===== config.mk =====
export PLATFORM = sky130hd
export DESIGN_NAME = int_ctrl
export DESIGN_NICKNAME = d
export VERILOG_FILES = /design/src/rtl/int_ctrl.sv
export SDC_FILE = /design/constraint.sdc
export NUM_CORES = 1
export LEC_CHECK = 0
export CAP_MARGIN = 5
export CORE_MARGIN = 1
export CORE_UTILIZATION = 39
export DETAILED_ROUTE_END_ITERATION = 12
export PLACE_DENSITY_LB_ADDON = 0.1
export SYNTH_ARGS = -nofsm -noshare
export SYNTH_HDL_FRONTEND = slang
export SYNTH_SLANG_ARGS = --single-unit

===== constraint.sdc =====
create_clock -name clk -period 2.1 [get_ports clk]
set_clock_uncertainty 0.2 [all_clocks]
set_input_delay 0.42 -clock clk [delete_from_list [all_inputs] [get_ports clk]]
set_output_delay 0.42 -clock clk [all_outputs]
set_load 0.005 [all_outputs]

===== src/rtl/int_ctrl.sv =====
// int_ctrl: programmable interrupt controller.
// Latches edge/level sources, masks them, resolves fixed priority (index 0
// highest) under an in-service ceiling, and exposes a claim/EOI register
// handshake to software through the Bridge decode.
module int_ctrl #(
  parameter int N_SRC = 6
) (
  input  logic              clk,
  input  logic              reset,
  input  logic [N_SRC-1:0]  irq_in,
  input  logic [29:0]       Addr,
  input  logic              WE,
  input  logic              RE,
  input  logic [31:0]       Din,
  output logic [31:0]       Dout,
  output logic              IRQ,
  output logic [2:0]        IRQ_ID
);

  localparam logic [2:0] OFF_ENABLE    = 3'd0;
  localparam logic [2:0] OFF_MODE      = 3'd1;
  localparam logic [2:0] OFF_PENDING   = 3'd2;
  localparam logic [2:0] OFF_CLAIM     = 3'd3;
  localparam logic [2:0] OFF_EOI       = 3'd4;
  localparam logic [2:0] OFF_INSERVICE = 3'd5;
  localparam logic [3:0] NSRC4         = 4'(N_SRC);
  localparam int         PAD_W         = 32 - N_SRC;

  logic [N_SRC-1:0] enable;
  logic [N_SRC-1:0] mode;
  logic [N_SRC-1:0] epend;
  logic [N_SRC-1:0] insvc;
  logic [N_SRC-1:0] prev;

  logic [2:0]       off;
  logic [N_SRC-1:0] pend;
  logic [N_SRC-1:0] below_ceil;
  logic [N_SRC-1:0] elig;
  logic             valid;
  logic [2:0]       id;

  logic             claim;
  logic             eoi;
  logic [N_SRC-1:0] rise;
  logic [N_SRC-1:0] claim_bit;
  logic [N_SRC-1:0] eoi_bit;
  logic [N_SRC-1:0] pclr;
  logic [N_SRC-1:0] epend_nxt;
  logic [N_SRC-1:0] insvc_nxt;

  // Address bits outside the decoded offset and data bits beyond the source
  // count carry no meaning for this block.
  logic unused_bits;
  assign unused_bits = ^{Addr[29:5], Addr[1:0], Din[31:N_SRC]};

  assign off  = Addr[4:2];
  // Level sources are seen live; edge sources only through their latch.
  assign pend = (mode & epend) | (~mode & irq_in);

  // Priority resolution: ceiling from in-service bits, then lowest eligible index.
  always_comb begin
    logic seen;
    seen       = 1'b0;
    below_ceil = '0;
    for (int i = 0; i < N_SRC; i++) begin
      seen          = seen | insvc[i];
      below_ceil[i] = ~seen;
    end
    elig  = pend & enable & below_ceil;
    id    = 3'd7;
    valid = 1'b0;
    for (int i = N_SRC - 1; i >= 0; i--) begin
      if (elig[i]) begin
        id    = 3'(i);
        valid = 1'b1;
      end
    end
  end

  assign IRQ    = valid;
  assign IRQ_ID = id;

  // Register read mux; CLAIM reads its id field (7) even with nothing eligible.
  always_comb begin
    Dout = '0;
    case (off)
      OFF_ENABLE:    Dout = {{PAD_W{1'b0}}, enable};
      OFF_MODE:      Dout = {{PAD_W{1'b0}}, mode};
      OFF_PENDING:   Dout = {{PAD_W{1'b0}}, pend};
      OFF_CLAIM:     Dout = {valid, 28'b0, id};
      OFF_INSERVICE: Dout = {{PAD_W{1'b0}}, insvc};
      default:       Dout = '0;
    endcase
  end

  // Next state of the edge latches and in-service bits with their precedences.
  always_comb begin
    claim     = RE && (off == OFF_CLAIM) && valid;
    eoi       = WE && (off == OFF_EOI) && ({1'b0, Din[2:0]} < NSRC4);
    rise      = irq_in & ~prev;
    claim_bit = claim ? (N_SRC'(1) << id) : '0;
    eoi_bit   = eoi ? (N_SRC'(1) << Din[2:0]) : '0;
    pclr      = (WE && (off == OFF_PENDING)) ? Din[N_SRC-1:0] : '0;
    // A new edge beats both the claim clear and the write-1-to-clear.
    epend_nxt = (epend & ~(pclr | (claim_bit & mode))) | (rise & mode);
    // Dropping a source to level mode discards its latched edge.
    if (WE && (off == OFF_MODE)) begin
      epend_nxt = epend_nxt & Din[N_SRC-1:0];
    end
    // Claim set wins over a same-cycle EOI on the same id.
    insvc_nxt = (insvc & ~eoi_bit) | claim_bit;
  end

  // State registers: configuration, edge detection, latches, in-service.
  always_ff @(posedge clk) begin
    if (reset) begin
      enable <= '0;
      mode   <= '0;
      epend  <= '0;
      insvc  <= '0;
      prev   <= '0;
    end else begin
      if (WE && (off == OFF_ENABLE)) enable <= Din[N_SRC-1:0];
      if (WE && (off == OFF_MODE))   mode   <= Din[N_SRC-1:0];
      epend <= epend_nxt;
      insvc <= insvc_nxt;
      prev  <= irq_in;
    end
  end

endmodule


==> impl_metrics.tcl, run 1 <==
set metrics [dict create \
    path_buf_inv 2 \
    synth_most_common_cell "dfxtp_1" \
    htreeDepth 2 \
    setup_viol 11 \
    wire_per_inst_um 15.0 \
    pwr-share-clk_pct 35.8 \
    synth.area.top_cells "dfxtp_1, buf_4, mux2i_1" \
    drtIter0Drc 132 \
    dp_hpwl_um 4460 \
    worstPathArrival_ns 1.85 \
    netlist_area_um2 1980 \
    period_minus_slack_ns 2.47 \
    grt_pass1_vias 1929 \
    globalplace.congestion 0.869 \
    setup.worst_path.end_class "output port" \
    die_y_um 73.3 \
    grt_overflow 0 \
    start_util_pct 41.2 \
    numPortBuffers 29 \
    fp.dieArea_um2 5380 \
    path_delay_family "simple AND/OR/NAND/NOR gates" \
    syn_avg_cell_area_um2 8.23 \
    cp_slowest_cell "or3_4" \
    fp.coreArea_um2 4820 \
    ant_nets 0 \
    cts_sinks 30 \
    p_leak_uw 0.00132 \
    clk_pin_slew_ns 0.06 \
    rows 25 \
    yosysTopAreaCell "dfxtp_1" \
    ys_seq_elements 30 \
    grtUsageTotal_pct 24.3 \
    crit_type "flip-flop to output port" \
    die_w_um 73.3 \
    seqPwrFrac_pct 43.5 \
    ff_latch_area_um2 608 \
    worstPathMaxFanout 4 \
    slowest_delay_ns 0.42 \
    violations "setup timing" \
    cts_buffer_depth 2 \
    drt-pass1-iter-count 4 \
    fin_ws_ns -0.374 \
    comb_power_share_pct 20.8 \
    slew_headroom_pct 62.0 \
    drv_slew 0 \
    synth_commonest_cells "dfxtp_1, buf_4, nor2_1" \
    ys_warn_count 0 \
    viasPerCell 5.03 \
    cap_violations 0 \
    nFillCells 445 \
    place_inst 388 \
    status "finished with violations" \
    whs_ns 0.299 \
    clock.fmax_mhz 404 \
    grt_max_degree 24 \
    hold_viol_final 0 \
    drc 0 \
    nNetsFinal 416 \
    syn_to_final_growth_pct 54.8 \
    switchingPower_uw 365 \
    worst_pin_slew_ns 0.556 \
    cts_tree "yes" \
    syn_inst 241 \
    final.setup.tns_ns -2.26 \
    yosysSeqAreaShare_pct 30.3 \
    dp_slack_ns -0.885 \
    synth_edf_count 0 \
    synth_ff_type "dfxtp_1" \
    stdcell_count 412 \
    fin_crit_sh_pct 118 \
    rsz0062_at_grt "yes" \
    antenna_found_initial 0 \
    synth_top_area_share_pct 30.3 \
    hold_class "input pin to flip-flop" \
    routed_wl_um 6170 \
    ioPinCount 108 \
    power.internal_uw 994 \
    root_buffer "clkbuf_8" \
    vias 2074 \
    insertion_delay_ns 0.29 \
    drive_gt1_share_pct 40.3 \
    async_reset_ff_share_pct 0 \
    multi_input_area_um2 1390 \
    pwr_density_cell_nw_per_um2 442 \
    swShare_pct 26.9 \
    critPathLaunchType "flip-flop" \
    peakVddDrop_mv 0.271 \
    cp.required_ns 1.48 \
    diodes 0 \
    synthDistinctLibCells 52 \
    cts_inserted_buffers 5 \
    grt_pass1_wl_um 9650 \
    crit_chain "or2_1 -> or3_4 -> buf_6 -> or2_4 -> a21oi_2 -> buf_2" \
]
[per-stage QoR]
step / cell area [um^2] / total power, uW / util, %
floorplan: 2070 / 738 / -
global route: 3070 / 1420 / 63.8
global placement: 2700 / 845 / 56.0
finish: 3070 / 1360 / 63.8
CTS: 2990 / 1360 / 62.1
detailed placement: 2700 / 846 / 56.0
[power groups by stage]
stage          clock network, uW  registers, uW  logic [uW]
6_report                     486            591         282
3_5_place_dp                   0            602         244
2_1_floorplan                  0            601         136
3_3_place_gp                   0            601         244
4_1_cts                      502            590         268
5_1_grt                      528            592         305
[registers in the layout (all words and copies together) (netlist names)]
signal / count
enable: 6
epend: 6
insvc: 6
mode: 6
prev: 6
[worst reg2reg max path, delay by kind of cell (launching register included)]
family,cells,cell delay [ns]
AOI/OAI and AO/OA,2,0.66
buffers and inverters,1,0.13
DFF,1,0.34
and+or+nand+nor,1,0.36
muxes,1,0.32
[cell usage in the layout (no fill, tap or decap), types with 6 or more instances in the layout]
master and instances:
buf_4 70, conb_1 25, dfxtp_1 24, nor2_1 19
nand2_1 14, buf_2 12, a21oi_1 11, inv_1 11
mux2i_1 10, o21ai_0 9, clkdlybuf4s50_1 9, nor2b_1 8
buf_6 7, nand3_1 6, a21boi_0 6, clkbuf_8 6
dfxtp_2 6
[cells by family after synthesis]
group                  after synthesis  synth area share [%]
and+or+nand+nor                     83                  24.7
muxes                               18                  9.58
other                                1                 0.189
AOI/OAI and AO/OA                   63                  21.8
buffers and inverters               46                  13.6
DFF                                 30                  30.3
[timing repair]
action                     in CTS  in global routing
pin swaps                      14                  9
setup endpoints to repair      15                 15
cloned                          1                  0
hold buffers                    0                  0
setup buffers                  12                  3
gates resized for setup        94                 16
[final cells by class]
cell class	count	area share, %
Timing Repair Buffer	107	27.8
Sequential cell	30	19.8
Inverter	11	1.34
Tap cell	67	2.73
Clock buffer	7	2.81
Clock inverter	1	0.163
Multi-Input combinational cell	189	45.3
[per-layer routing]
metal | track usage [%] | part of all wire, % | vias up
met4 | 8.97 | 2.6 | 0
met5 | 0 | 0 | -
met1 | 32.4 | 46 | 959
met2 | 38.7 | 45 | 72
met3 | 5.35 | 6.7 | 13
li1 | - | - | 1030
[final timing paths]
| check | start | end | slack (ns) | cells past startpoint |
|---|---|---|---|---|
| setup reg to reg | mode[1] | epend[4] | -0.06 | 5 |
| hold / removal | irq_in[2] | prev[2] | 0.30 | 2 |
| hold reg to reg | prev[2] | epend[2] | 0.32 | 2 |
| setup / recovery | insvc[1] | Dout[31] | -0.37 | 6 |
No activity file was read; power rests on OpenSTA's default activity.
==> inputs of run 2 (changes only) <==
--- a/config.mk
+++ b/config.mk
@@ -6,7 +6,7 @@
 export NUM_CORES = 1
 export LEC_CHECK = 0
 export CAP_MARGIN = 5
-export CORE_MARGIN = 1
+export CORE_MARGIN = 10
 export CORE_UTILIZATION = 39
 export DETAILED_ROUTE_END_ITERATION = 12
 export PLACE_DENSITY_LB_ADDON = 0.1
==> impl_metrics.tcl, run 2 (same netlist as run 1, synthesis figures left out) <==
set metrics [dict create \
    dp_slack_ns -0.848 \
    drc 0 \
    ff_latch_area_um2 606 \
    grtUsageTotal_pct 15.3 \
    p_leak_uw 0.00132 \
    fin_crit_sh_pct 114 \
    violations "setup timing" \
    htreeDepth 2 \
    setup.worst_path.end_class "output port" \
    cap_violations 0 \
    place_inst 391 \
    crit_chain "or2_1 -> or3_4 -> o31ai_4 -> a21oi_1 -> buf_2" \
    fp.dieArea_um2 8340 \
    peakVddDrop_mv 0.291 \
    syn_to_final_growth_pct 52.1 \
    ant_nets 0 \
    hold_class "input pin to flip-flop" \
    stdcell_count 414 \
    root_buffer "clkbuf_8" \
    worstPathArrival_ns 1.78 \
    whs_ns 0.297 \
    pwr-share-clk_pct 36.4 \
    die_w_um 91.3 \
    globalplace.congestion 0.902 \
    grt_pass1_wl_um 10400 \
    final_common_cell "buf_4" \
    cts_sinks 30 \
    worstPathMaxFanout 4 \
    dp_hpwl_um 5100 \
    die_y_um 91.3 \
    final_cell_mix "buf_4, dfxtp_1, conb_1" \
    cp_slowest_cell "or3_4" \
    clk_pin_slew_ns 0.07 \
    fin_ws_ns -0.303 \
    nFillCells 458 \
    grt_pass1_vias 2073 \
    slowest_delay_ns 0.42 \
    hold_viol_final 0 \
    wire_per_inst_um 16.2 \
    multi_input_area_um2 1350 \
    cts_hold_buf 0 \
    postLayoutCoreUtil_pct 62.6 \
    path_buf_inv 1 \
    routed_wl_um 6690 \
    ioPinCount 108 \
    clock.fmax_mhz 416 \
    drive_gt1_share_pct 40.1 \
    critPathLaunchType "flip-flop" \
    antenna_found_initial 0 \
    drtIter0Drc 135 \
    fp.coreArea_um2 4820 \
    grt_overflow 0 \
    grt_max_degree 16 \
    power.internal_uw 986 \
    numPortBuffers 29 \
    insertion_delay_ns 0.28 \
    rsz0062_at_grt "yes" \
    regToRegSetupSlack_ns 0.10 \
    switchingPower_uw 373 \
    cts_tree "yes" \
    setup_viol 8 \
    cp.required_ns 1.48 \
    pwr_density_cell_nw_per_um2 450 \
    viasPerCell 5.14 \
    comb_power_share_pct 20.2 \
    swShare_pct 27.4 \
    start_util_pct 41.2 \
    crit_type "flip-flop to output port" \
    path_delay_family "simple AND/OR/NAND/NOR gates" \
    vias 2130 \
    diodes 0 \
    rows 25 \
    drt-pass1-iter-count 4 \
    cts_inserted_buffers 5 \
    drv_slew 0 \
    seqPwrFrac_pct 43.4 \
    period_minus_slack_ns 2.40 \
    nNetsFinal 418 \
    cts_buffer_depth 2 \
    status "finished with violations" \
]
-- run 2: path summary, 6_finish.rpt --
kind | from | endpoint | cells after the start
worst max register to register | insvc[1] | insvc[4] | 5
worst min register to register | prev[0] | epend[0] | 2
worst max-delay path | insvc[1] | IRQ_ID[0] | 5
worst min-delay path | irq_in[2] | prev[2] | 2
-- run 2: metal layers --
layer | track usage [%] | vias up | routed length [um]
met5 | 0 | - | 0
met4 | 6.01 | 0 | 120
met3 | 4.28 | 13 | 450
met2 | 24.5 | 71 | 3120
met1 | 19.0 | 1014 | 3000
li1 | - | 1032 | -
-- run 2: through the flow --
| step | total power, uW | instance area (um^2) | TNS, ns |
|---|---|---|---|
| after global routing | 1420 | 3020 | -2.47 |
| final | 1360 | 3020 | -1.99 |
| after CTS | 1360 | 2980 | -1.71 |
| after detailed placement | 846 | 2720 | -13.18 |
| after floorplan | 738 | 2070 | 0 |
| after global placement | 845 | 2720 | -13.19 |
-- run 2: worst register-to-register path, stage by stage, from the launching register on --
cell and delay, ns:
dfxtp_1 0.31, or2_1 0.25, or3_4 0.42, buf_4 0.15, or3_1 0.36, o31ai_1 0.23
-- run 2: layout make-up --
class | instances | share of cell area [%]
repair buffers | 109 | 27.9
inverters | 11 | 1.37
flip-flops and latches | 30 | 20.1
clock inverters | 1 | 0.166
well taps | 67 | 2.78
clock buffers | 7 | 2.86
multi-input cells | 189 | 44.8
-- run 2: power by group through the flow --
stage / clock network (uW) / logic [uW] / registers, uW
3_5_place_dp: 0 / 245 / 601
4_1_cts: 503 / 265 / 589
3_3_place_gp: 0 / 245 / 601
2_1_floorplan: 0 / 136 / 601
5_1_grt: 529 / 297 / 591
6_report: 495 / 275 / 590
-- run 2: timing repair --
action                                 in CTS  in global routing
setup endpoints to repair                  16                 12
gates cloned                                1                  0
resized for setup                          97                  5
endpoints found under the hold margin       0                  0
pin swaps                                  19                  6
buffers inserted                           11                  4
